**src/rtl/alu_seq.sv**
```systemverilog
// rtl/alu_seq.sv - handshaked WIDTH-bit ALU with iterative multiply and divide
//
// Purpose: registered ALU that sits between register read and writeback.
//   Single-cycle ops (0-18) produce a result the cycle after accept. MUL/MULH
//   run a radix-2 shift-add over WIDTH cycles. DIVU/REMU run a restoring divide
//   over WIDTH cycles. While an iterative op runs, in_ready is low.
// Optional feature: macro ALU_SEQ_DIV_EN adds the DIV state and ops 21/22;
//   without it, ops 21/22 return out=0, err=1 like any illegal opcode.
// Ports:
//   clk, rst         clock, synchronous active-high reset
//   in_valid/in_ready  operation handshake (a, b, op)
//   out_valid/out_ready result handshake (out, err)
//   a, b             WIDTH-bit operands
//   op               5-bit opcode
//   out, err         registered result and error flag, qualified by out_valid
module alu_seq #(
   parameter int WIDTH = 16
) (
   input  logic             clk,
   input  logic             rst,
   input  logic             in_valid,
   output logic             in_ready,
   input  logic [WIDTH-1:0] a,
   input  logic [WIDTH-1:0] b,
   input  logic [4:0]       op,
   output logic             out_valid,
   input  logic             out_ready,
   output logic [WIDTH-1:0] out,
   output logic             err
);
   localparam int SHW  = $clog2(WIDTH);
   localparam int HALF = WIDTH / 2;
   localparam logic [SHW-1:0] CNT_INIT = SHW'(WIDTH - 1);

`ifdef ALU_SEQ_DIV_EN
   typedef enum logic [1:0] {S_IDLE, S_MUL, S_DIV} state_t;
`else
   typedef enum logic [1:0] {S_IDLE, S_MUL} state_t;
`endif

   state_t             state_q, state_d;
   logic [WIDTH-1:0]   out_q, out_d;
   logic [WIDTH-1:0]   opnd_q, opnd_d;
   logic               err_q, err_d;
   logic               valid_q, valid_d;
   logic               hi_q, hi_d;
   logic [SHW-1:0]     cnt_q, cnt_d;
   logic [2*WIDTH-1:0] acc_q, acc_d;

   logic [SHW-1:0]     sh;
   logic [2*WIDTH-1:0] shl_w, shr_w;
   logic [WIDTH:0]     sum_w, mul_sum;
   logic [WIDTH-1:0]   alu_res;
   logic               alu_err;
   logic               in_ready_w;
`ifdef ALU_SEQ_DIV_EN
   logic [WIDTH:0]     div_shift, div_trial;
   logic               div_ge;
   logic [WIDTH-1:0]   div_rem;
`endif

   assign in_ready_w = (state_q == S_IDLE) && (!valid_q || out_ready);
   assign in_ready   = in_ready_w;
   assign out_valid  = valid_q;
   assign out        = out_q;
   assign err        = err_q;

   // Shifting {a,a}: upper half of the left shift is ROL, lower half is SLL;
   // lower half of the right shift is ROR, upper half is SRL.
   assign sh    = b[SHW-1:0];
   assign shl_w = {a, a} << sh;
   assign shr_w = {a, a} >> sh;
   assign sum_w = {1'b0, a} + {1'b0, b};

   always_comb begin
      alu_res = '0;
      alu_err = (op > 5'd18);
      case (op)
         5'd0:  alu_res = sum_w[WIDTH-1:0];
         5'd1:  alu_res = b - a;
         5'd2:  alu_res = a ^ b;
         5'd3:  alu_res = a & ~b;
         5'd4:  alu_res = shl_w[2*WIDTH-1:WIDTH];
         5'd5:  alu_res = shl_w[WIDTH-1:0];
         5'd6:  alu_res = shr_w[WIDTH-1:0];
         5'd7:  alu_res = shr_w[2*WIDTH-1:WIDTH];
         5'd8:  alu_res[0] = (a == b);
         5'd9:  alu_res[0] = ($signed(a) < $signed(b));
         5'd10: alu_res[0] = ($signed(a) <= $signed(b));
         5'd11: alu_res[0] = sum_w[WIDTH];
         5'd12: alu_res[0] = (a == '0);
         5'd13: alu_res[0] = (a != '0);
         5'd14: alu_res[0] = a[WIDTH-1];
         5'd15: alu_res[0] = !a[WIDTH-1];
         5'd16: alu_res = b;
         5'd17: alu_res = {a[HALF-1:0], b[HALF-1:0]};
         5'd18: begin
            for (int i = 0; i < WIDTH; i++) alu_res[i] = a[WIDTH-1-i];
         end
         default: alu_res = '0;
      endcase
   end

   // Multiply: acc holds {partial high, remaining multiplier}; add the
   // multiplicand when the multiplier LSB is set, then shift right with carry.
   assign mul_sum = {1'b0, acc_q[2*WIDTH-1:WIDTH]} + (acc_q[0] ? {1'b0, opnd_q} : '0);

`ifdef ALU_SEQ_DIV_EN
   // Divide: acc holds {remainder, dividend/quotient}; shift one dividend bit
   // into the remainder and keep the subtraction only if it does not borrow.
   assign div_shift = {acc_q[2*WIDTH-1:WIDTH], acc_q[WIDTH-1]};
   assign div_trial = div_shift - {1'b0, opnd_q};
   assign div_ge    = !div_trial[WIDTH];
   assign div_rem   = div_ge ? div_trial[WIDTH-1:0] : div_shift[WIDTH-1:0];
`endif

   always_comb begin
      state_d = state_q;
      out_d   = out_q;
      err_d   = err_q;
      valid_d = valid_q;
      hi_d    = hi_q;
      cnt_d   = cnt_q;
      acc_d   = acc_q;
      opnd_d  = opnd_q;
      if (valid_q && out_ready) valid_d = 1'b0;
      case (state_q)
         S_IDLE: begin
            if (in_valid && in_ready_w) begin
               hi_d = (op == 5'd20) || (op == 5'd22);
               case (op)
                  5'd19, 5'd20: begin
                     state_d = S_MUL;
                     cnt_d   = CNT_INIT;
                     acc_d   = {{WIDTH{1'b0}}, b};
                     opnd_d  = a;
                  end
`ifdef ALU_SEQ_DIV_EN
                  5'd21, 5'd22: begin
                     if (b == '0) begin
                        out_d   = (op == 5'd21) ? {WIDTH{1'b1}} : a;
                        err_d   = 1'b1;
                        valid_d = 1'b1;
                     end else begin
                        state_d = S_DIV;
                        cnt_d   = CNT_INIT;
                        acc_d   = {{WIDTH{1'b0}}, a};
                        opnd_d  = b;
                     end
                  end
`endif
                  default: begin
                     out_d   = alu_res;
                     err_d   = alu_err;
                     valid_d = 1'b1;
                  end
               endcase
            end
         end
         S_MUL: begin
            acc_d = {mul_sum, acc_q[WIDTH-1:1]};
            cnt_d = cnt_q - SHW'(1);
            if (cnt_q == '0) begin
               out_d   = hi_q ? acc_d[2*WIDTH-1:WIDTH] : acc_d[WIDTH-1:0];
               err_d   = 1'b0;
               valid_d = 1'b1;
               state_d = S_IDLE;
            end
         end
`ifdef ALU_SEQ_DIV_EN
         S_DIV: begin
            acc_d = {div_rem, acc_q[WIDTH-2:0], div_ge};
            cnt_d = cnt_q - SHW'(1);
            if (cnt_q == '0) begin
               out_d   = hi_q ? acc_d[2*WIDTH-1:WIDTH] : acc_d[WIDTH-1:0];
               err_d   = 1'b0;
               valid_d = 1'b1;
               state_d = S_IDLE;
            end
         end
`endif
         default: state_d = S_IDLE;
      endcase
   end

   always_ff @(posedge clk) begin
      if (rst) begin
         state_q <= S_IDLE;
         out_q   <= '0;
         err_q   <= 1'b0;
         valid_q <= 1'b0;
         hi_q    <= 1'b0;
         cnt_q   <= '0;
         acc_q   <= '0;
         opnd_q  <= '0;
      end else begin
         state_q <= state_d;
         out_q   <= out_d;
         err_q   <= err_d;
         valid_q <= valid_d;
         hi_q    <= hi_d;
         cnt_q   <= cnt_d;
         acc_q   <= acc_d;
         opnd_q  <= opnd_d;
      end
   end
endmodule

```
**config.mk**
```make
export PLATFORM = sky130hd
export DESIGN_NAME = alu_seq
export DESIGN_NICKNAME = d
export VERILOG_FILES = /design/src/rtl/alu_seq.sv
export SDC_FILE = /design/constraint.sdc
export NUM_CORES = 1
export LEC_CHECK = 0
export ABC_AREA = 0
export CORE_ASPECT_RATIO = 1.75
export CORE_MARGIN = 2
export CORE_UTILIZATION = 35
export CTS_CLUSTER_DIAMETER = 200
export DETAILED_ROUTE_END_ITERATION = 16
export PLACE_DENSITY_LB_ADDON = 0.08
export SLEW_MARGIN = 20
export SYNTH_ARGS = -nofsm -noshare
export SYNTH_HDL_FRONTEND = slang
export SYNTH_SLANG_ARGS = --single-unit
```
**constraint.sdc**
```tcl
create_clock -name clk -period 3.4 [get_ports clk]
set_input_delay 1.02 -clock clk [delete_from_list [all_inputs] [get_ports clk]]
set_output_delay 1.02 -clock clk [all_outputs]
set_load 0.02 [all_outputs]
```
# Word-level counts from Yosys, hierarchy flattened
# Index checks and enable logic that the tools add are counted.
totals:
  register_bits: 73
  latchBits: 0
  ramBits: 0
  mem_bits_ro: 0
  input_bits: 41
  output_inout_bits: 19
  elab_cells: 95
  n_memories: 0
op_classes:
  addsub: 4
  multipliers: 0
  n_div: 0
  magnitude_cmp: 3
  n_eq_ne: 27
  shift: 2
  n_mux: 27
  n_bitwise: 3
  reduce_logical: 21
op_table:
  columns: ["cell", "count"]
  rows:
  - ["one-hot mux 15 bit (11 select lines)", 1]
  - ["two-way mux 16 bit", 5]
  - ["two-way mux 32 bit", 2]
  - ["one-hot mux 32 bit (2 select lines)", 1]
  - ["== test 5 x 4 -> 1 bit, second input constant", 8]
  - ["adder 16 x 16 -> 17 bit", 2]
  - ["one-hot mux 16 bit (2 select lines)", 1]
  - ["left shift 32 x 4 -> 32 bit", 1]
  - ["right shift 32 x 4 -> 32 bit", 1]
  - ["== test 5 bit, second input constant", 6]
  - ["== test 5 x 3 -> 1 bit, second input constant", 4]
  - ["one-hot mux 1 bit (17 select lines)", 1]
  - ["bitwise AND 16 bit", 1]
  - ["== test 16 bit", 1]
  - ["less-or-equal comparator 16 bit", 1]
  - ["zero test 16 bit", 1]
  - ["< comparator 16 bit", 1]
  - ["NOT 16 bit", 1]
  - ["nonzero test 16 bit", 1]
  - ["subtractor 16 bit", 1]
  - ["XOR 16 bit", 1]
  - ["== test 5 x 2 -> 1 bit, second input constant", 2]
  - ["AND reduction 3 bit", 3]
  - ["two-way mux 4 bit", 2]
  - ["other kinds (21)", 38]

# Logic depth before layout (Yosys ltp)
# Gate-level depths: netlist of the first run.
logic_depth:
  word_depth: 6
  mapped_depth: 14

# Worst setup path before layout of the first run
# No wires, ideal clock.
synth_path:
  path_type: "input-to-reg"
  start: "input port b[0]"
  end: "register out_q[14] (netlist: out[14])"
  setup_ns: 0.091
  arrival_time_ns: 3.533
  required_time_ns: 3.309
  path_slack_ns: -0.224
  cell_stages: 14
  n_path_buf: 2
  cell_sequence: "buf_6 -> clkinv_1 -> clkbuf_1 -> ha_1 -> inv_1 -> fa_1 -> nand3_1 -> a21oi_1 -> nor4b_1 -> nor2_1 -> a31oi_1 -> xor2_1 -> o31a_1 -> a311oi_1"
synth_between:
  elab_chain_cells: 5
  word_cells_on_any_way: 8
  cone_classes: "add/sub: 2; shift: 2; mux: 4"
synth_lines:
  columns: ["element", "line_no", "text"]
  rows:
  - ["start, declared", "24", "input logic [WIDTH-1:0] b,"]
  - ["subtractor 16 bit (tied with other cells)", "80", "5'd1: alu_res = b - a;"]
  - ["one-hot mux 15 bit (11 select lines) (*)", "78", "case (op)"]
  - ["two-way mux 16 bit (*)", "131", "case (op)"]
  - ["two-way mux 16 bit (*)", "129", "if (in_valid && in_ready_w) begin"]
  - ["one-hot mux 16 bit (2 select lines) (*)", "127", "case (state_q)"]
  - ["end signal, assigned", "198", "out_q <= out_d;"]
  - ["end, declared", "42", "logic [WIDTH-1:0] out_q, out_d;"]
# Mark *: on every way between the ends. The rest lies on a longest branch, timed or not. The select of a mux whose other input is x is not followed.
# A chain may end at the register's enable or synchronous reset.

# Final worst setup path of the first run
layout_path:
  start: "input port b[5]"
  end: "register out_q[13] (netlist: out[13])"
layout_between:
  elab_chain_cells: 5
  word_cells_on_any_way: 6
  cone_classes: "add/sub: 2; mux: 4"
layout_lines:
  columns: ["element", "line_no"]
  rows:
  - ["subtractor 16 bit / adder 16 x 16 -> 17 bit (equally long branches)", "80, 73"]
  - ["one-hot mux 15 bit (11 select lines) (*)", "78"]
  - ["two-way mux 16 bit (*)", "131"]
  - ["two-way mux 16 bit (*)", "129"]
  - ["one-hot mux 16 bit (2 select lines) (*)", "127"]
# Marks and branches as above.

==> results of run 1 <==
## power groups by stage
stage	registers [uW]	clock network, uW	logic, uW
2_1_floorplan	925	0	645
3_3_place_gp	910	0	1390
3_5_place_dp	910	0	1400
4_1_cts	892	997	1440
5_1_grt	893	1020	1600
6_report	891	978	1520
## per-stage QoR
stage	setup slack [ns]	TNS (ns)	hold slack, ns	total power, uW
detailed placement	-0.645	-7.35	0.443	2310
CTS	-0.0101	-0.0101	0.452	3330
finish	-0.00226	-0.00226	0.450	3390
global route	-0.0706	-0.230	0.475	3520
global placement	-0.593	-6.97	0.439	2300
floorplan	0.0114	0	0.432	1570
## cell usage after synthesis, types with 6 or more instances
cell type | number | area, um^2
sky130_fd_sc_hd__a211o_1 | 8 | 70.1
sky130_fd_sc_hd__a211oi_1 | 25 | 188
sky130_fd_sc_hd__a21o_1 | 15 | 113
sky130_fd_sc_hd__a21oi_1 | 137 | 686
sky130_fd_sc_hd__a221oi_1 | 12 | 105
sky130_fd_sc_hd__a22oi_1 | 18 | 135
sky130_fd_sc_hd__a311oi_1 | 6 | 52.6
sky130_fd_sc_hd__a31oi_1 | 22 | 138
sky130_fd_sc_hd__and2_1 | 25 | 156
sky130_fd_sc_hd__and3_1 | 24 | 150
sky130_fd_sc_hd__buf_1 | 7 | 26.3
sky130_fd_sc_hd__buf_2 | 25 | 125
sky130_fd_sc_hd__buf_4 | 7 | 52.6
sky130_fd_sc_hd__clkbuf_1 | 69 | 259
sky130_fd_sc_hd__dfxtp_1 | 72 | 1440
sky130_fd_sc_hd__ha_1 | 64 | 801
sky130_fd_sc_hd__inv_1 | 56 | 210
sky130_fd_sc_hd__mux2_2 | 15 | 169
sky130_fd_sc_hd__mux2i_1 | 36 | 360
sky130_fd_sc_hd__mux4_2 | 32 | 721
sky130_fd_sc_hd__nand2_1 | 153 | 574
sky130_fd_sc_hd__nand2b_1 | 8 | 50.1
sky130_fd_sc_hd__nand3_1 | 20 | 100
sky130_fd_sc_hd__nand3b_1 | 7 | 52.6
sky130_fd_sc_hd__nand4_1 | 7 | 43.8
sky130_fd_sc_hd__nor2_1 | 115 | 432
sky130_fd_sc_hd__nor2b_1 | 9 | 56.3
sky130_fd_sc_hd__nor3_1 | 28 | 140
sky130_fd_sc_hd__nor4_1 | 9 | 56.3
sky130_fd_sc_hd__o2111ai_1 | 9 | 78.8
sky130_fd_sc_hd__o211ai_1 | 13 | 97.6
sky130_fd_sc_hd__o21a_1 | 15 | 113
sky130_fd_sc_hd__o21ai_0 | 36 | 180
sky130_fd_sc_hd__o21bai_1 | 6 | 45.0
sky130_fd_sc_hd__o221ai_1 | 10 | 87.6
sky130_fd_sc_hd__o22ai_1 | 11 | 68.8
sky130_fd_sc_hd__o31ai_1 | 8 | 60.1
sky130_fd_sc_hd__or3_1 | 12 | 75.1
sky130_fd_sc_hd__xnor2_1 | 11 | 96.3
## metal layers
layer  routed length [um]  global-route usage, %  vias to the layer above
met3                 1720                   2.70                      148
met5                    0                      0                        -
met4                 3680                   21.8                        0
met1                16600                   35.1                     5249
met2                22500                   57.4                      377
li1                     -                      -                     5170
## layout make-up
class / count / area, um^2 / area share, %
multi-input combinational: 997 / 7380 / 56.3
timing repair buffer: 400 / 3360 / 25.7
sequential: 72 / 1440 / 11.0
tap: 320 / 400 / 3.06
clock buffer: 10 / 229 / 1.75
inverter: 58 / 219 / 1.67
clock inverter: 6 / 68.8 / 0.525
## cells in the final DEF, fill, tap and decap left out, types with 8 or more instances in the layout
cell	instances
sky130_fd_sc_hd__ha_1	57
sky130_fd_sc_hd__o211ai_1	13
sky130_fd_sc_hd__or3_1	10
sky130_fd_sc_hd__clkdlybuf4s50_1	47
sky130_fd_sc_hd__a31oi_1	18
sky130_fd_sc_hd__buf_4	320
sky130_fd_sc_hd__o221ai_1	8
sky130_fd_sc_hd__dfxtp_1	71
sky130_fd_sc_hd__o22ai_1	10
sky130_fd_sc_hd__a21oi_1	126
sky130_fd_sc_hd__mux4_2	32
sky130_fd_sc_hd__and2_1	25
sky130_fd_sc_hd__nor4_1	8
sky130_fd_sc_hd__a221oi_1	11
sky130_fd_sc_hd__nor3_1	27
sky130_fd_sc_hd__a21oi_2	9
sky130_fd_sc_hd__buf_12	16
sky130_fd_sc_hd__o2111ai_1	8
sky130_fd_sc_hd__a211o_1	8
sky130_fd_sc_hd__nand2b_1	8
sky130_fd_sc_hd__nor2b_1	9
sky130_fd_sc_hd__o21ai_0	30
sky130_fd_sc_hd__nand3_1	19
sky130_fd_sc_hd__a21o_1	15
sky130_fd_sc_hd__clkbuf_16	9
sky130_fd_sc_hd__nand2_1	153
sky130_fd_sc_hd__a211oi_1	20
sky130_fd_sc_hd__o21a_1	14
sky130_fd_sc_hd__nor2_1	113
sky130_fd_sc_hd__inv_1	54
sky130_fd_sc_hd__mux2i_1	34
sky130_fd_sc_hd__xnor2_1	11
sky130_fd_sc_hd__a22oi_1	18
sky130_fd_sc_hd__mux2_2	15
sky130_fd_sc_hd__and3_1	23
## critical path, cell delays in order
cell and delay (ns):
sky130_fd_sc_hd__clkdlybuf4s50_1 0.48, sky130_fd_sc_hd__buf_6 0.13, sky130_fd_sc_hd__ha_4 0.20, sky130_fd_sc_hd__buf_6 0.14
sky130_fd_sc_hd__o21a_4 0.21, sky130_fd_sc_hd__o2111ai_4 0.21, sky130_fd_sc_hd__a21oi_2 0.07, sky130_fd_sc_hd__or4_4 0.56
sky130_fd_sc_hd__a21oi_4 0.17, sky130_fd_sc_hd__o41ai_2 0.10, sky130_fd_sc_hd__a211oi_2 0.22, sky130_fd_sc_hd__o22ai_1 0.12
## worst max path at each step
stage                     start       to  slack (ns)  cells after the start
after global placement     a[0]  out[14]       -0.59                     11
final                      b[5]  out[13]      -0.002                     12
after CTS                  a[0]  out[14]       -0.01                     11
after global routing       a[9]  out[14]       -0.07                     11
after detailed placement   a[0]  out[14]       -0.64                     11
after floorplan            a[0]  out[14]        0.01                     10
## registers in the layout (all words and copies together) (netlist names)
register   cells
cnt_q          4
err            1
state_q        1
out           16
opnd_q        16
out_valid      1
hi_q           1
acc_q         32
## cell families (layout without fill, tap and decap cells)
family	after synthesis	in the layout
AOI/OAI and AO/OA	401	401
xor gates and xnor gates	16	16
DFF	72	72
and+or+nand+nor	429	429
adders and majority gates	67	67
buffers and inverters	169	474
muxes	84	84
## repair_timing
item	in CTS	in global routing
buffers inserted	5	1
pin swaps	18	18
setup endpoints to repair	12	17
resized for setup	38	59
==> flow_metrics.py, run 1 <==
metrics = {
    "job": {
        "timing.max_cap.violations": 0,
    },
    "grt": {
        "grt-ovfl-total": 0,
        "grt_antenna_before_repair": 0,
        "first_global_vias": 11100,
        "groute.usage.overall_pct": 31.9,
        "grt_max_degree": 73,
        "grt_pass1_wl_um": 66400,
    },
    "logic_synthesis": {
        "synth_adder_area_share_pct": 9.45,
        "syn_avg_cell_area_um2": 7.36,
        "area_fraction_in_compound_gates_after_synthesis_pct": 29.5,
        "synth_cell_type_count": 82,
        "synth-edff-count": 0,
        "ys.flop_type": "sky130_fd_sc_hd__dfxtp_1",
        "area_share_of_and_or_nand_nor_cells_after_synthesis_pct": 21.9,
        "register_bit_total_from_synthesis": 72,
        "part_of_the_yosys_area_used_for_sequential_elements_pct": 15.8,
        "synthMuxAreaShare_pct": 13.9,
        "syn_area_um2": 9110,
        "synth-async-reset-ratio_pct": 0,
        "yosysWarningCount": 0,
        "synth_top_family_by_area": "compound AO/OA/AOI/OAI gates",
        "post_synth_xor_area_fraction_pct": 1.54,
        "synthesis.instances": 1238,
        "postSynthNetCount": 1346,
    },
    "worst_setup_path": {
        "cp_data_arrival_time_ns": 3.64,
        "critical_path_peak_fanout": 9,
        "critPathCaptureType": "register",
        "required_ns": 3.64,
        "criticalPathCategory": "in -> reg",
        "worstReg2RegEnd": "out[14]",
        "timing.rr.start": "acc_q[0]",
        "setup.reg_to_reg.worst_slack_ns": 0.21,
        "startpoint_type": "primary input",
        "ff2ff_path_depth": 12,
    },
    "route": {
        "detailedRoute.firstPassIterationCount": 5,
        "ant_nets": 0,
        "post-route-drc-count": 0,
        "num_vias": 10900,
        "post_drt_via_cell_ratio": 5.87,
        "drt-initial-drc-count": 897,
        "wl_um": 44500,
        "routed_wire_length_per_instance_um": 23.9,
    },
    "sta": {
        "timing.final.ws_setup_ns": -0.00226,
        "fin_crit_sh_pct": 100,
        "finalSetupViolCount": 1,
        "rsz0062_at_grt": "true",
        "max_clock_skew_ns": 0.00542,
        "timing.max_slew.rel_slack_pct": 60.9,
        "timing.final.hold_violations": 0,
        "worst-slew-pin-transition_ns": 0.582,
        "finalMaxSlewViolations": 0,
        "period_needed_ns": 3.40,
        "achievable-frequency_mhz": 294,
    },
    "clock_tree": {
        "clockBufferDepth": 2,
        "clkTransAtPathRegs_ns": 0.06,
        "clk_latency_ns": 0.35,
        "cts_tree": "done",
        "cts-hold-fix-buffers": 0,
        "cts_made_buffers": 9,
        "root_buffer": "sky130_fd_sc_hd__clkbuf_16",
        "cts_sinks": 72,
        "htree_levels": 3,
    },
    "floorplan": {
        "fp.coreArea_um2": 25800,
        "floorplan.die_area_um2": 27400,
        "rows": 78,
        "die_height_um": 217,
        "die_w_um": 126,
        "io_pins": 60,
        "initial_util_pct": 35.3,
    },
    "run_status": {
        "outcome": "finished, violations left",
        "failing_checks": "negative setup slack",
    },
    "place": {
        "placed_cells_incl_taps": 1843,
        "routabilityCongestion": 0.985,
        "io_buf_count": 59,
        "placedInstanceArea_um2": 12300,
        "detailedPlacementHpwl_um": 35800,
    },
    "finish": {
        "instances_no_fill": 1863,
        "finish.utilization_pct": 50.8,
        "area_delta_synth_final_pct": 43.8,
        "post-route-cell-area_um2": 13100,
        "final.fill_count": 2626,
        "drive_above_1_share_pct": 31.5,
        "num_antenna_cells": 0,
        "nets": 1646,
    },
    "power": {
        "pwr-share-clk_pct": 28.9,
        "netSwitchingPower_uw": 1230,
        "sequentialPowerShare_pct": 26.3,
        "cellLeakagePower_uw": 0.00567,
        "p_sw_share_pct": 36.3,
        "power_per_cell_area_nw_per_um2": 258,
        "p_int_uw": 2150,
        "irDropWorstVdd_mv": 0.270,
        "power.combinational.fraction_pct": 44.8,
    },
    "hold_path": {
        "worst_hold_path.endpoint": "opnd_q[7]",
        "worst_hold_path_type": "reg -> reg",
        "holdPathStages": 2,
        "min_from": "opnd_q[7]",
    },
}
Note: power is estimated with default switching activity, not from simulation.
==> inputs of run 2 (changes only) <==
--- a/config.mk
+++ b/config.mk
@@ -11,8 +11,8 @@
 export CORE_UTILIZATION = 35
 export CTS_CLUSTER_DIAMETER = 200
 export DETAILED_ROUTE_END_ITERATION = 16
+export MAX_ROUTING_LAYER = met4
 export PLACE_DENSITY_LB_ADDON = 0.08
-export SLEW_MARGIN = 20
 export SYNTH_ARGS = -nofsm -noshare
 export SYNTH_HDL_FRONTEND = slang
 export SYNTH_SLANG_ARGS = --single-unit
==> constraint.sdc (replaced) <==
create_clock -name clk -period 4.12 [get_ports clk]
set_input_delay 1.236 -clock clk [delete_from_list [all_inputs] [get_ports clk]]
set_output_delay 1.236 -clock clk [all_outputs]
set_load 0.02 [all_outputs]
==> flow_metrics.py, run 2 (same netlist as run 1, synthesis figures left out) <==
metrics = {
    "floorplan": {
        "die_w_um": 126,
        "io_pins": 60,
        "rows": 78,
        "initial_util_pct": 35.3,
        "fp.coreArea_um2": 25800,
        "floorplan.die_area_um2": 27400,
        "die_height_um": 217,
    },
    "clock_tree": {
        "root_buffer": "sky130_fd_sc_hd__clkbuf_16",
        "htree_levels": 3,
        "clk_latency_ns": 0.34,
        "cts_sinks": 72,
        "cts_made_buffers": 9,
        "cts-hold-fix-buffers": 0,
        "cts_tree": "done",
        "clkTransAtPathRegs_ns": 0.06,
        "clockBufferDepth": 2,
    },
    "grt": {
        "grt_antenna_before_repair": 0,
        "grt-ovfl-total": 0,
        "first_global_vias": 10300,
        "grt_pass1_wl_um": 63600,
        "grt_max_degree": 56,
        "groute.usage.overall_pct": 31.3,
    },
    "sta": {
        "achievable-frequency_mhz": 253,
        "timing.final.hold_violations": 0,
        "fin_crit_sh_pct": 95.8,
        "finalMaxSlewViolations": 0,
        "rsz0062_at_grt": "false",
        "period_needed_ns": 3.95,
        "timing.final.ws_setup_ns": 0.173,
        "timing.max_slew.rel_slack_pct": 42.2,
        "max_clock_skew_ns": 0.00763,
        "finalSetupViolCount": 0,
        "worst-slew-pin-transition_ns": 0.859,
    },
    "hold_path": {
        "min_from": "opnd_q[11]",
        "holdPathStages": 2,
        "worst_hold_path.endpoint": "opnd_q[11]",
        "worst_hold_path_type": "reg -> reg",
    },
    "worst_setup_path": {
        "cp_data_arrival_time_ns": 4.17,
        "timing.rr.start": "acc_q[0]",
        "startpoint_type": "primary input",
        "critical_path_peak_fanout": 11,
        "required_ns": 4.34,
        "setup.reg_to_reg.worst_slack_ns": 0.61,
        "critPathCaptureType": "register",
        "ff2ff_path_depth": 12,
        "criticalPathCategory": "in -> reg",
        "worstReg2RegEnd": "out[15]",
    },
    "finish": {
        "final.fill_count": 2705,
        "nets": 1518,
        "largest_register_ffs": 32,
        "multiInputGateArea_um2": 6960,
        "drive_above_1_share_pct": 20.8,
        "registers.top_by_ff_count": "acc_q",
        "num_antenna_cells": 0,
        "layout_commonest_cell": "sky130_fd_sc_hd__buf_4",
        "area_delta_synth_final_pct": 27.6,
        "layout_common_cells": "sky130_fd_sc_hd__buf_4, sky130_fd_sc_hd__nand2_1, sky130_fd_sc_hd__a21oi_1, sky130_fd_sc_hd__nor2_1, sky130_fd_sc_hd__dfxtp_1",
        "layout.area.seq_um2": 1440,
        "instances_no_fill": 1735,
    },
    "route": {
        "dr_wl_met2_um": 21400,
        "ant_nets": 0,
        "top_signal_layer_used": "met4",
        "detail_route.wirelength.met1_um": 16000,
        "detailedRoute.firstPassIterationCount": 5,
        "post-route-drc-count": 0,
        "routed_wire_length_per_instance_um": 24.6,
        "routed-wl-met3_um": 2000,
        "num_vias": 10500,
        "post_drt_via_cell_ratio": 6.06,
        "drt-initial-drc-count": 936,
        "wl_um": 42800,
    },
    "power": {
        "irDropWorstVdd_mv": 0.169,
        "totalPowerFinal_uw": 2590,
        "cellLeakagePower_uw": 0.00491,
        "power_per_cell_area_nw_per_um2": 223,
    },
    "place": {
        "detailedPlacementHpwl_um": 34300,
        "placed_cells_incl_taps": 1719,
        "place_ws_ns": -0.168,
        "routabilityCongestion": 1.02,
        "io_buf_count": 59,
    },
    "run_status": {
        "outcome": "completed",
    },
    "job": {
        "timing.max_cap.violations": 0,
    },
}
run 2: worst max-delay path by stage:
| stage | start | cells after the start | endpoint | slack (ns) |
|---|---|---|---|---|
| 4_1_cts | a[0] | 13 | out[8] | 0.19 |
| 3_3_place_gp | a[0] | 13 | out[8] | -0.14 |
| 3_5_place_dp | a[0] | 13 | out[8] | -0.17 |
| 2_1_floorplan | b[0] | 14 | out[14] | 0.28 |
| 5_1_grt | a[1] | 11 | out[11] | 0.01 |
| 6_report | a[0] | 12 | out[12] | 0.17 |
run 2: power by group:
part / internal (uW) / leakage (uW) / total [uW] / switching [uW]
registers: 718 / 0.000584 / 736 / 17.5
clock network: 472 / 0.000143 / 792 / 320
logic: 461 / 0.00418 / 1060 / 599
total: 1650 / 0.00491 / 2590 / 937
run 2: per-stage QoR:
stage | setup TNS, ns | utilization (%) | area, um^2 | hold WS, ns
global placement | -0.713 | 43.9 | 11300 | 0.438
finish | 0 | 45.1 | 11600 | 0.451
floorplan | 0 | - | 9110 | 0.432
global route | 0 | 45.1 | 11600 | 0.471
detailed placement | -0.781 | 43.9 | 11300 | 0.444
CTS | 0 | 45.1 | 11600 | 0.452
run 2: routing by layer:
metal  GRT usage, %  up-vias
met5              -        -
met4           21.2        0
met3           2.04      152
met2           53.5      434
met1           34.6     5029
li1               -     4903
run 2: timing repair:
| action | 4_1_cts | 5_1_grt |
|---|---|---|
| buffers inserted | 0 | 0 |
| endpoints found under the setup margin | 0 | 1 |
| gates resized for setup | 0 | 1 |
run 2: worst max-delay path, stage by stage:
cell and delay (ns):
sky130_fd_sc_hd__clkdlybuf4s50_1 0.48, sky130_fd_sc_hd__buf_4 0.21, sky130_fd_sc_hd__ha_1 0.22, sky130_fd_sc_hd__inv_1 0.07, sky130_fd_sc_hd__fa_1 0.40, sky130_fd_sc_hd__nand3_1 0.12, sky130_fd_sc_hd__a21oi_1 0.11, sky130_fd_sc_hd__nor4b_1 0.35
sky130_fd_sc_hd__nor2_1 0.15, sky130_fd_sc_hd__a221o_1 0.31, sky130_fd_sc_hd__a211oi_1 0.36, sky130_fd_sc_hd__o22ai_1 0.14
run 2: cell type report:
class | count | area share [%]
multi-input cells | 997 | 59.9
repair buffers | 272 | 19.8
flip-flops and latches | 72 | 12.4
well taps | 320 | 3.44
clock buffers | 10 | 1.97
inverters | 58 | 1.87
clock inverters | 6 | 0.592
==> inputs of run 3 (changes only) <==
--- a/config.mk
+++ b/config.mk
@@ -11,6 +11,7 @@
 export CORE_UTILIZATION = 35
 export CTS_CLUSTER_DIAMETER = 200
 export DETAILED_ROUTE_END_ITERATION = 16
+export GPL_TIMING_DRIVEN = 0
 export MAX_ROUTING_LAYER = met4
 export PLACE_DENSITY_LB_ADDON = 0.08
 export SYNTH_ARGS = -nofsm -noshare
==> flow_metrics.py, run 3 (same netlist as run 1, synthesis figures left out) <==
metrics = {
    "run_status": {
        "outcome": "finished, violations left",
        "failing_checks": "negative setup slack",
    },
    "worst_setup_path": {
        "critical_path.n_buffers_inverters": 2,
        "critical_path_peak_fanout": 10,
        "worstReg2RegEnd": "out[11]",
        "criticalPathCategory": "in -> reg",
        "crit_chain": "clkdlybuf4s50_1, clkbuf_2, mux2i_1, o21ai_0, a32o_1, a21oi_1, o2bb2ai_1, a31oi_1, o21ai_0, a21oi_1",
        "family_with_the_most_delay_on_the_worst_path": "compound AO/OA/AOI/OAI gates",
        "timing.rr.start": "acc_q[0]",
        "worst_path_max_delay_cell": "sky130_fd_sc_hd__o21ai_0",
        "ff2ff_path_depth": 10,
        "cp_data_arrival_time_ns": 4.44,
        "worstSetupPathDepth": 10,
        "critPathCaptureType": "register",
        "cpPeakStageDelay_ns": 0.67,
        "required_ns": 4.40,
        "setup.reg_to_reg.worst_slack_ns": 0.34,
        "startpoint_type": "primary input",
    },
    "grt": {
        "grt-ovfl-total": 0,
        "groute.usage.overall_pct": 34.0,
        "grt_pass1_wl_um": 67100,
        "grt_antenna_before_repair": 0,
        "grt_max_degree": 14,
        "first_global_vias": 10200,
    },
    "sta": {
        "timing.final.hold_violations": 0,
        "timing.max_slew.rel_slack_pct": 5.37,
        "timing.final.ws_setup_ns": -0.0420,
        "achievable-frequency_mhz": 240,
        "finalSetupViolCount": 2,
        "fin_setup_tns_ns": -0.0513,
        "max_clock_skew_ns": 0.00953,
        "rsz0062_at_grt": "true",
        "worst-slew-pin-transition_ns": 1.41,
        "period_needed_ns": 4.16,
        "finalMaxSlewViolations": 0,
        "fin_crit_sh_pct": 101,
    },
    "route": {
        "post_drt_via_cell_ratio": 6.43,
        "wl_um": 46400,
        "detailedRoute.firstPassIterationCount": 5,
        "ant_nets": 0,
        "post-route-drc-count": 0,
        "routed_wire_length_per_instance_um": 28.5,
        "drt-initial-drc-count": 1279,
        "num_vias": 10500,
    },
    "place": {
        "io_buf_count": 57,
        "detailedPlacementHpwl_um": 36600,
        "routabilityCongestion": 1.03,
        "placedInstanceArea_um2": 10100,
    },
    "power": {
        "irDropWorstVdd_mv": 0.196,
        "p_int_uw": 1530,
        "power.combinational.fraction_pct": 38.5,
        "power_per_cell_area_nw_per_um2": 237,
        "netSwitchingPower_uw": 971,
        "cellLeakagePower_uw": 0.00419,
        "sequentialPowerShare_pct": 29.3,
        "p_sw_share_pct": 38.8,
        "pwr-share-clk_pct": 32.2,
    },
    "floorplan": {
        "io_pins": 60,
        "rows": 78,
        "die_w_um": 126,
        "fp.coreArea_um2": 25800,
        "die_height_um": 217,
        "floorplan.die_area_um2": 27400,
        "initial_util_pct": 35.3,
    },
    "finish": {
        "num_antenna_cells": 0,
        "registers.top_by_ff_count": "acc_q",
        "finish.utilization_pct": 41.0,
        "largest_register_ffs": 32,
        "layout_commonest_cell": "sky130_fd_sc_hd__nand2_1",
        "post-route-cell-area_um2": 10600,
        "drive_above_1_share_pct": 12.5,
        "nets": 1410,
        "layout_common_cells": "sky130_fd_sc_hd__nand2_1, sky130_fd_sc_hd__a21oi_1, sky130_fd_sc_hd__nor2_1, sky130_fd_sc_hd__dfxtp_1, sky130_fd_sc_hd__ha_1",
        "area_delta_synth_final_pct": 16.0,
    },
    "hold_path": {
        "holdPathStages": 2,
        "worst_hold_path.endpoint": "opnd_q[5]",
        "worst_hold_path_type": "reg -> reg",
        "min_from": "opnd_q[5]",
    },
    "clock_tree": {
        "clockBufferDepth": 2,
        "cts_tree": "done",
        "cts_made_buffers": 9,
        "cts_sinks": 72,
        "htree_levels": 3,
        "clk_latency_ns": 0.35,
        "clkTransAtPathRegs_ns": 0.07,
        "root_buffer": "sky130_fd_sc_hd__clkbuf_16",
    },
    "job": {
        "timing.max_cap.violations": 0,
    },
}
## run 3: cell types whose count changed in the layout (fill, tap and decap cells not counted), sizes merged
cell           delta
clkinv            -1
clkdlybuf4s18     +1
dlymetal6s2s      +3
clkinvlp          +2
clkdlybuf4s15     +4
clkbuf           +64
dlygate4sd2       +6
clkdlybuf4s50    -17
buf             -170
## run 3: power by group through the flow
stage                     Clock (uW)  Sequential (uW)  Combinational (uW)
after floorplan                    0              763                 531
after global placement             0              748                 906
after detailed placement           0              748                 902
after CTS                        809              733                 921
after global routing             834              735                1010
final                            805              733                 962
## run 3: timing repair
item / in CTS / in global routing
resized for setup: 75 / 38
setup endpoints to repair: 16 / 15
pin swaps: 4 / 8
hold buffers: 0 / 0
buffers inserted: 0 / 2
## run 3: layer usage
layer / vias up / global-route usage (%) / share of wire, %
met1: 5064 / 34.8 / 35
li1: 4681 / - / -
met3: 183 / 3.59 / 5.4
met2: 532 / 58.8 / 50
met5: - / - / 0
met4: 0 / 26.5 / 9.4
## run 3: metrics by stage
| stage | setup WS (ns) | total power [uW] | hold WS, ns | cells |
|---|---|---|---|---|
| 4_1_cts | -0.00111 | 2460 | 0.453 | 1628 |
| 6_report | -0.0420 | 2500 | 0.455 | 1627 |
| 3_5_place_dp | -1.47 | 1650 | 0.445 | 1615 |
| 2_1_floorplan | 0.280 | 1290 | 0.432 | 1238 |
| 5_1_grt | -0.00185 | 2580 | 0.478 | 1627 |
| 3_3_place_gp | -1.49 | 1650 | 0.439 | 1615 |
## run 3: worst max-delay path by stage
| stage | start | end |
|---|---|---|
| CTS | b[0] | out[8] |
| global placement | a[3] | out[8] |
| detailed placement | a[3] | out[8] |
| global route | a[0] | out[14] |
| finish | a[15] | out[1] |
| floorplan | b[0] | out[14] |
## run 3: worst reg2reg max path, stage by stage, from the launching register on
cell	delay [ns]
sky130_fd_sc_hd__dfxtp_1	0.50
sky130_fd_sc_hd__clkbuf_1	0.36
sky130_fd_sc_hd__and2_1	0.19
sky130_fd_sc_hd__ha_1	0.30
sky130_fd_sc_hd__a2111oi_0	0.39
sky130_fd_sc_hd__o21ai_0	0.39
sky130_fd_sc_hd__a211oi_1	0.40
sky130_fd_sc_hd__nor2_1	0.14
sky130_fd_sc_hd__o32ai_1	0.68
sky130_fd_sc_hd__a2111oi_0	0.16
sky130_fd_sc_hd__nor3_1	0.20
## run 3: area by class of cell
| cell class | count | area (um^2) |
|---|---|---|
| Fill cell | 2780 | 15200 |
| Multi-Input combinational cell | 997 | 7080 |
| Sequential cell | 72 | 1440 |
| Timing Repair Buffer | 59 | 566 |
| Buffer | 105 | 563 |
| Tap cell | 320 | 400 |
| Clock buffer | 9 | 225 |
| Inverter | 58 | 223 |
| Clock inverter | 7 | 71.3 |
